## src/rtl/frame_pad_scheduler.sv

```systemverilog
// Vertical frame padding sequencer: emits one STORE/PASS/REPLAY command per line so each
// frame leaves as TOP copies of line 0, the body lines, then BOTTOM copies of the last line.
module frame_pad_scheduler #(
  parameter int TOP         = 1,
  parameter int BOTTOM      = 1,
  parameter int FRAME_RES_Y = 1080,
  parameter int CNT_WIDTH   = $clog2(TOP + FRAME_RES_Y + BOTTOM + 1)
) (
  input  logic                 clk_i,
  input  logic                 rst_i,
  input  logic                 en_i,
  input  logic                 in_sof_i,
  output logic                 cmd_valid_o,
  input  logic                 cmd_ready_i,
  output logic [1:0]           cmd_op_o,
  output logic                 cmd_sof_o,
  output logic                 cmd_eof_o,
  input  logic                 done_i,
  output logic                 busy_o,
  output logic                 frame_err_o,
  output logic [CNT_WIDTH-1:0] out_line_o,
  output logic [1:0]           state_o
);

  // Handshake: a command is transferred on a cycle where cmd_valid_o && cmd_ready_i; the
  // payload is held stable from the first valid cycle until that transfer.

  typedef enum logic [1:0] {
    ST_IDLE  = 2'd0,
    ST_ISSUE = 2'd1,
    ST_WAIT  = 2'd2
  } state_e;

  localparam logic [1:0] OP_STORE  = 2'd0;
  localparam logic [1:0] OP_PASS   = 2'd1;
  localparam logic [1:0] OP_REPLAY = 2'd2;

  // Command index 0 is the STORE; index k >= 1 produces output line k-1.
  localparam logic [CNT_WIDTH-1:0] LAST_PAD_C = CNT_WIDTH'(TOP + 1);
  localparam logic [CNT_WIDTH-1:0] BODY_END_C = CNT_WIDTH'(TOP + FRAME_RES_Y);
  localparam logic [CNT_WIDTH-1:0] TOTAL_C    = CNT_WIDTH'(TOP + FRAME_RES_Y + BOTTOM);

  state_e               state_q, state_d;
  logic [CNT_WIDTH-1:0] idx_q, idx_d;
  logic [CNT_WIDTH-1:0] line_q, line_d;
  logic [1:0]           op_q, op_d;
  logic                 sof_q, sof_d;
  logic                 eof_q, eof_d;
  logic                 short_q, short_d;
  logic                 err_q, err_d;

  logic                 load;
  logic                 first;
  logic [CNT_WIDTH-1:0] nxt_idx;
  logic                 pass_cand;

  always_ff @(posedge clk_i) begin
    if (!rst_i) begin
      state_q <= ST_IDLE;
      idx_q   <= '0;
      line_q  <= '0;
      op_q    <= OP_STORE;
      sof_q   <= 1'b0;
      eof_q   <= 1'b0;
      short_q <= 1'b0;
      err_q   <= 1'b0;
    end else begin
      state_q <= state_d;
      idx_q   <= idx_d;
      line_q  <= line_d;
      op_q    <= op_d;
      sof_q   <= sof_d;
      eof_q   <= eof_d;
      short_q <= short_d;
      err_q   <= err_d;
    end
  end

  always_comb begin
    state_d = state_q;
    load    = 1'b0;
    first   = 1'b0;
    case (state_q)
      ST_IDLE: begin
        if (en_i && in_sof_i) begin
          state_d = ST_ISSUE;
          load    = 1'b1;
          first   = 1'b1;
        end
      end
      ST_ISSUE: begin
        if (cmd_ready_i) state_d = ST_WAIT;
      end
      ST_WAIT: begin
        if (done_i) begin
          if (!eof_q) begin
            state_d = ST_ISSUE;
            load    = 1'b1;
          end else if (en_i && in_sof_i) begin
            state_d = ST_ISSUE;
            load    = 1'b1;
            first   = 1'b1;
          end else begin
            state_d = ST_IDLE;
          end
        end
      end
      default: state_d = ST_IDLE;
    endcase

    nxt_idx   = first ? '0 : idx_q + CNT_WIDTH'(1);
    pass_cand = (nxt_idx > LAST_PAD_C) && (nxt_idx <= BODY_END_C);

    idx_d   = idx_q;
    line_d  = line_q;
    op_d    = op_q;
    sof_d   = sof_q;
    eof_d   = eof_q;
    short_d = short_q;
    err_d   = 1'b0;
    if (load) begin
      idx_d  = nxt_idx;
      line_d = (nxt_idx == '0) ? '0 : nxt_idx - CNT_WIDTH'(1);
      sof_d  = (nxt_idx == CNT_WIDTH'(1));
      eof_d  = (nxt_idx == TOTAL_C);
      // A new frame head arriving where a body line was due means the input frame was short;
      // the remaining body lines are padded from the buffer instead.
      if (nxt_idx == '0) begin
        op_d    = OP_STORE;
        short_d = 1'b0;
      end else if (pass_cand && !short_q && !in_sof_i) begin
        op_d = OP_PASS;
      end else begin
        op_d = OP_REPLAY;
        if (pass_cand && !short_q) begin
          short_d = 1'b1;
          err_d   = 1'b1;
        end
      end
    end
  end

  always_comb begin
    cmd_valid_o = (state_q == ST_ISSUE);
    busy_o      = (state_q != ST_IDLE);
    cmd_op_o    = op_q;
    cmd_sof_o   = sof_q;
    cmd_eof_o   = eof_q;
    frame_err_o = err_q;
    out_line_o  = line_q;
    state_o     = state_q;
  end

endmodule

```

## config.mk

```make
export PLATFORM = sky130hd
export DESIGN_NAME = frame_pad_scheduler
export DESIGN_NICKNAME = d
export VERILOG_FILES = /design/src/rtl/frame_pad_scheduler.sv
export SDC_FILE = /design/constraint.sdc
export NUM_CORES = 1
export LEC_CHECK = 0
export ABC_AREA = 1
export ABC_CLOCK_PERIOD_IN_PS = 3900
export CAP_MARGIN = 20
export CORE_AREA = 2 2 58 60
export CTS_BUF_LIST = sky130_fd_sc_hd__clkbuf_4
export CTS_CLUSTER_SIZE = 10
export DETAILED_ROUTE_END_ITERATION = 8
export DIE_AREA = 0 0 60 62
export HOLD_SLACK_MARGIN = 0.05
export PLACE_DENSITY = 0.85
export SYNTH_ARGS = -nofsm -noshare
export SYNTH_HDL_FRONTEND = slang
export SYNTH_SLANG_ARGS = --single-unit
```

## constraint.sdc

```tcl
create_clock -name clk_i -period 3.9 [get_ports clk_i]
set_input_delay 0.585 -clock clk_i [delete_from_list [all_inputs] [get_ports clk_i]]
set_output_delay 0.585 -clock clk_i [all_outputs]
set_load 0.005 [all_outputs]
```

==> impl_metrics.tcl <==
set metrics [dict create \
    setup-tns-final_ns 0 \
    die_h_um 62 \
    seq_area_frac_synth_pct 33.33 \
    insertion_delay_ns 0.32 \
    critical_path_class "in -> reg" \
    clkSinkCount 30 \
    overflow 0 \
    utilization_pct 67.22 \
    cts-root-buf "clkbuf_4" \
    first_global_vias 1533 \
    worst_pin_slew_ns 0.5000 \
    rsz0062_at_grt "false" \
    relSlewSlack_pct 66.67 \
    cap_violations 0 \
    ys_ff_latch 30 \
    fmax_mhz 370.8 \
    place_congestion 0.9358 \
    routedWlPerCell_um 12.26 \
    cts_tree "built" \
    syn-num-nets 269 \
    power.leakage_nw 0.9185 \
    cp_data_required_time_ns 4.11 \
    synth_warnings 0 \
    htreeDepth 2 \
    synth_edf_count 0 \
    worst_clock_skew_ns 0.006024 \
    dp_hpwl_um 3128 \
    worstPathArrival_ns 2.91 \
    first_iter_violations 59 \
    track_usage_pct 23.84 \
    rows 21 \
    ir_drop_mv 0.2384 \
    final.period_utilization_pct 69.15 \
    postSynthCellCount 258 \
    fp.coreArea_mm2 0.003179 \
    endpoint_kind "flop" \
    ios 26 \
    diodes 0 \
    drt_pass1_iterations 5 \
    hold_class "reg -> reg" \
    cts_hold_buf 0 \
    ys_types 30 \
    power_uw 725.6 \
    slew_viol_final 0 \
    layout-drive-gt1-share_pct 13.29 \
    start_kind "input port" \
    areaGrowthSynthToFinish_pct 18.61 \
    drc 0 \
    hold_slack_ns 0.4577 \
    num_vias 1723 \
    post_cts_buffers 0 \
    start_util_pct 56.67 \
    viasPerCell 5.190 \
    timing.final.crit_period_ns 2.697 \
    die-area_mm2 0.003720 \
    die_x_um 60 \
    antenna_found_initial 0 \
    cts_made_buffers 5 \
    nets 296 \
    grt_pass1_wl_um 6603 \
    port_buffers 25 \
    crit_fanout 5 \
    drt_wl_total_um 4069 \
    cts_resized 0 \
    synth_flop_cell "dfxtp_1" \
    syn_area_mm2 0.001802 \
    pwr_density_cell_mw_per_mm2 339.5 \
    avgSynthCellArea_um2 6.983 \
    fillers 259 \
    synthArstFlopShare_pct 0 \
    setup_viol 0 \
    grt_max_degree 25 \
    ant_nets 0 \
    clock_path_buffers 2 \
    path_clk_slew_ns 0.10 \
    status "finished, final reports clean" \
    finalHoldViolations 0 \
]
==> through the flow <==
stage,worst slack [ns],area (um^2),cells
final,1.203,2137,332
after floorplan,1.813,1802,258
after global placement,0.9002,2083,324
after detailed placement,0.9035,2083,324
after CTS,1.240,2137,332
after global routing,0.9882,2137,332
==> routing by layer <==
layer / part of all wire, % / up-vias / GRT usage (%)
met3: 4.5 / 4 / 5.797
met4: 1.3 / 0 / 9.206
li1: - / 898 / -
met2: 47 / 43 / 39.13
met5: 0 / - / 0
met1: 48 / 778 / 30.37
==> synthesized netlist by cell type (7+ instances only) <==
cell     number  area (um^2)
nand2_1      48        180.2
inv_1        31        116.4
dfxtp_1      30        600.6
nor2_1       29        108.9
nand3_1      18        90.09
a21oi_1      15        75.07
o21ai_0      13        65.06
o21ai_1      11        55.05
nand2_2       8        50.05
xor2_1        7        61.31
==> state kept, by name, summed over array words and instances (netlist names) <==
| name | count |
|---|---|
| cmd_eof_o | 1 |
| short_q | 1 |
| frame_err_o | 1 |
| state_o | 2 |
| out_line_o | 11 |
| idx_q | 11 |
| cmd_op_o | 2 |
| cmd_sof_o | 1 |
==> where the power goes <==
part	switching (mW)	leakage (nW)	total (mW)	internal (mW)
logic	0.120	0.641	0.199	0.0791
registers	0.0182	0.245	0.346	0.328
clock network	0.106	0.0331	0.181	0.0746
==> placed cells by master, fill, tap and decap left out, drive strengths merged, types with 2 or more instances in the layout <==
cell,instances
o21ai,24
clkinv,2
xor2,7
a21oi,15
nor3,2
clkbuf,6
dfxtp,30
nand2,56
nand3,24
ha,5
buf,2
clkdlybuf4s50,25
nand4,6
nor4,2
inv,35
nor2,36
xnor2,2
==> final timing paths <==
kind            start        endpoint  slack [ns]  depth (start not counted)
max reg2reg  idx_q[0]     cmd_op_o[0]        1.59                         16
min           short_q         short_q        0.46                          2
max          in_sof_i  out_line_o[10]        1.20                         12
min reg2reg   short_q         short_q        0.46                          2
==> final cells by class <==
| cell class | instances | area [um^2] | area share [%] |
|---|---|---|---|
| timing repair buffer | 27 | 265.3 | 12.41 |
| inverter | 35 | 131.4 | 6.148 |
| tap | 46 | 57.56 | 2.693 |
| multi-input combinational | 186 | 1028 | 48.13 |
| clock inverter | 2 | 8.758 | 0.4098 |
| clock buffer | 6 | 45.04 | 2.108 |
| sequential | 30 | 600.6 | 28.10 |
==> critical path, stage by stage <==
cell and delay, ns:
clkdlybuf4s50_1 0.56, nand3_1 0.13, o21ai_0 0.40, nor2_1 0.15, inv_1 0.16, ha_1 0.21, inv_1 0.06, nor2_2 0.15
nand2_1 0.12, nor2_1 0.15, xor2_1 0.16, o21ai_1 0.08
==> logic make-up after synthesis <==
logic type	Yosys count	synth area share [%]
compound gates	45	13.47
buf+inv	42	9.583
simple gates	127	35.76
xor+xnor	9	4.375
fa+ha+maj	5	3.472
flops	30	33.33
(Power assumes the default switching activity.)
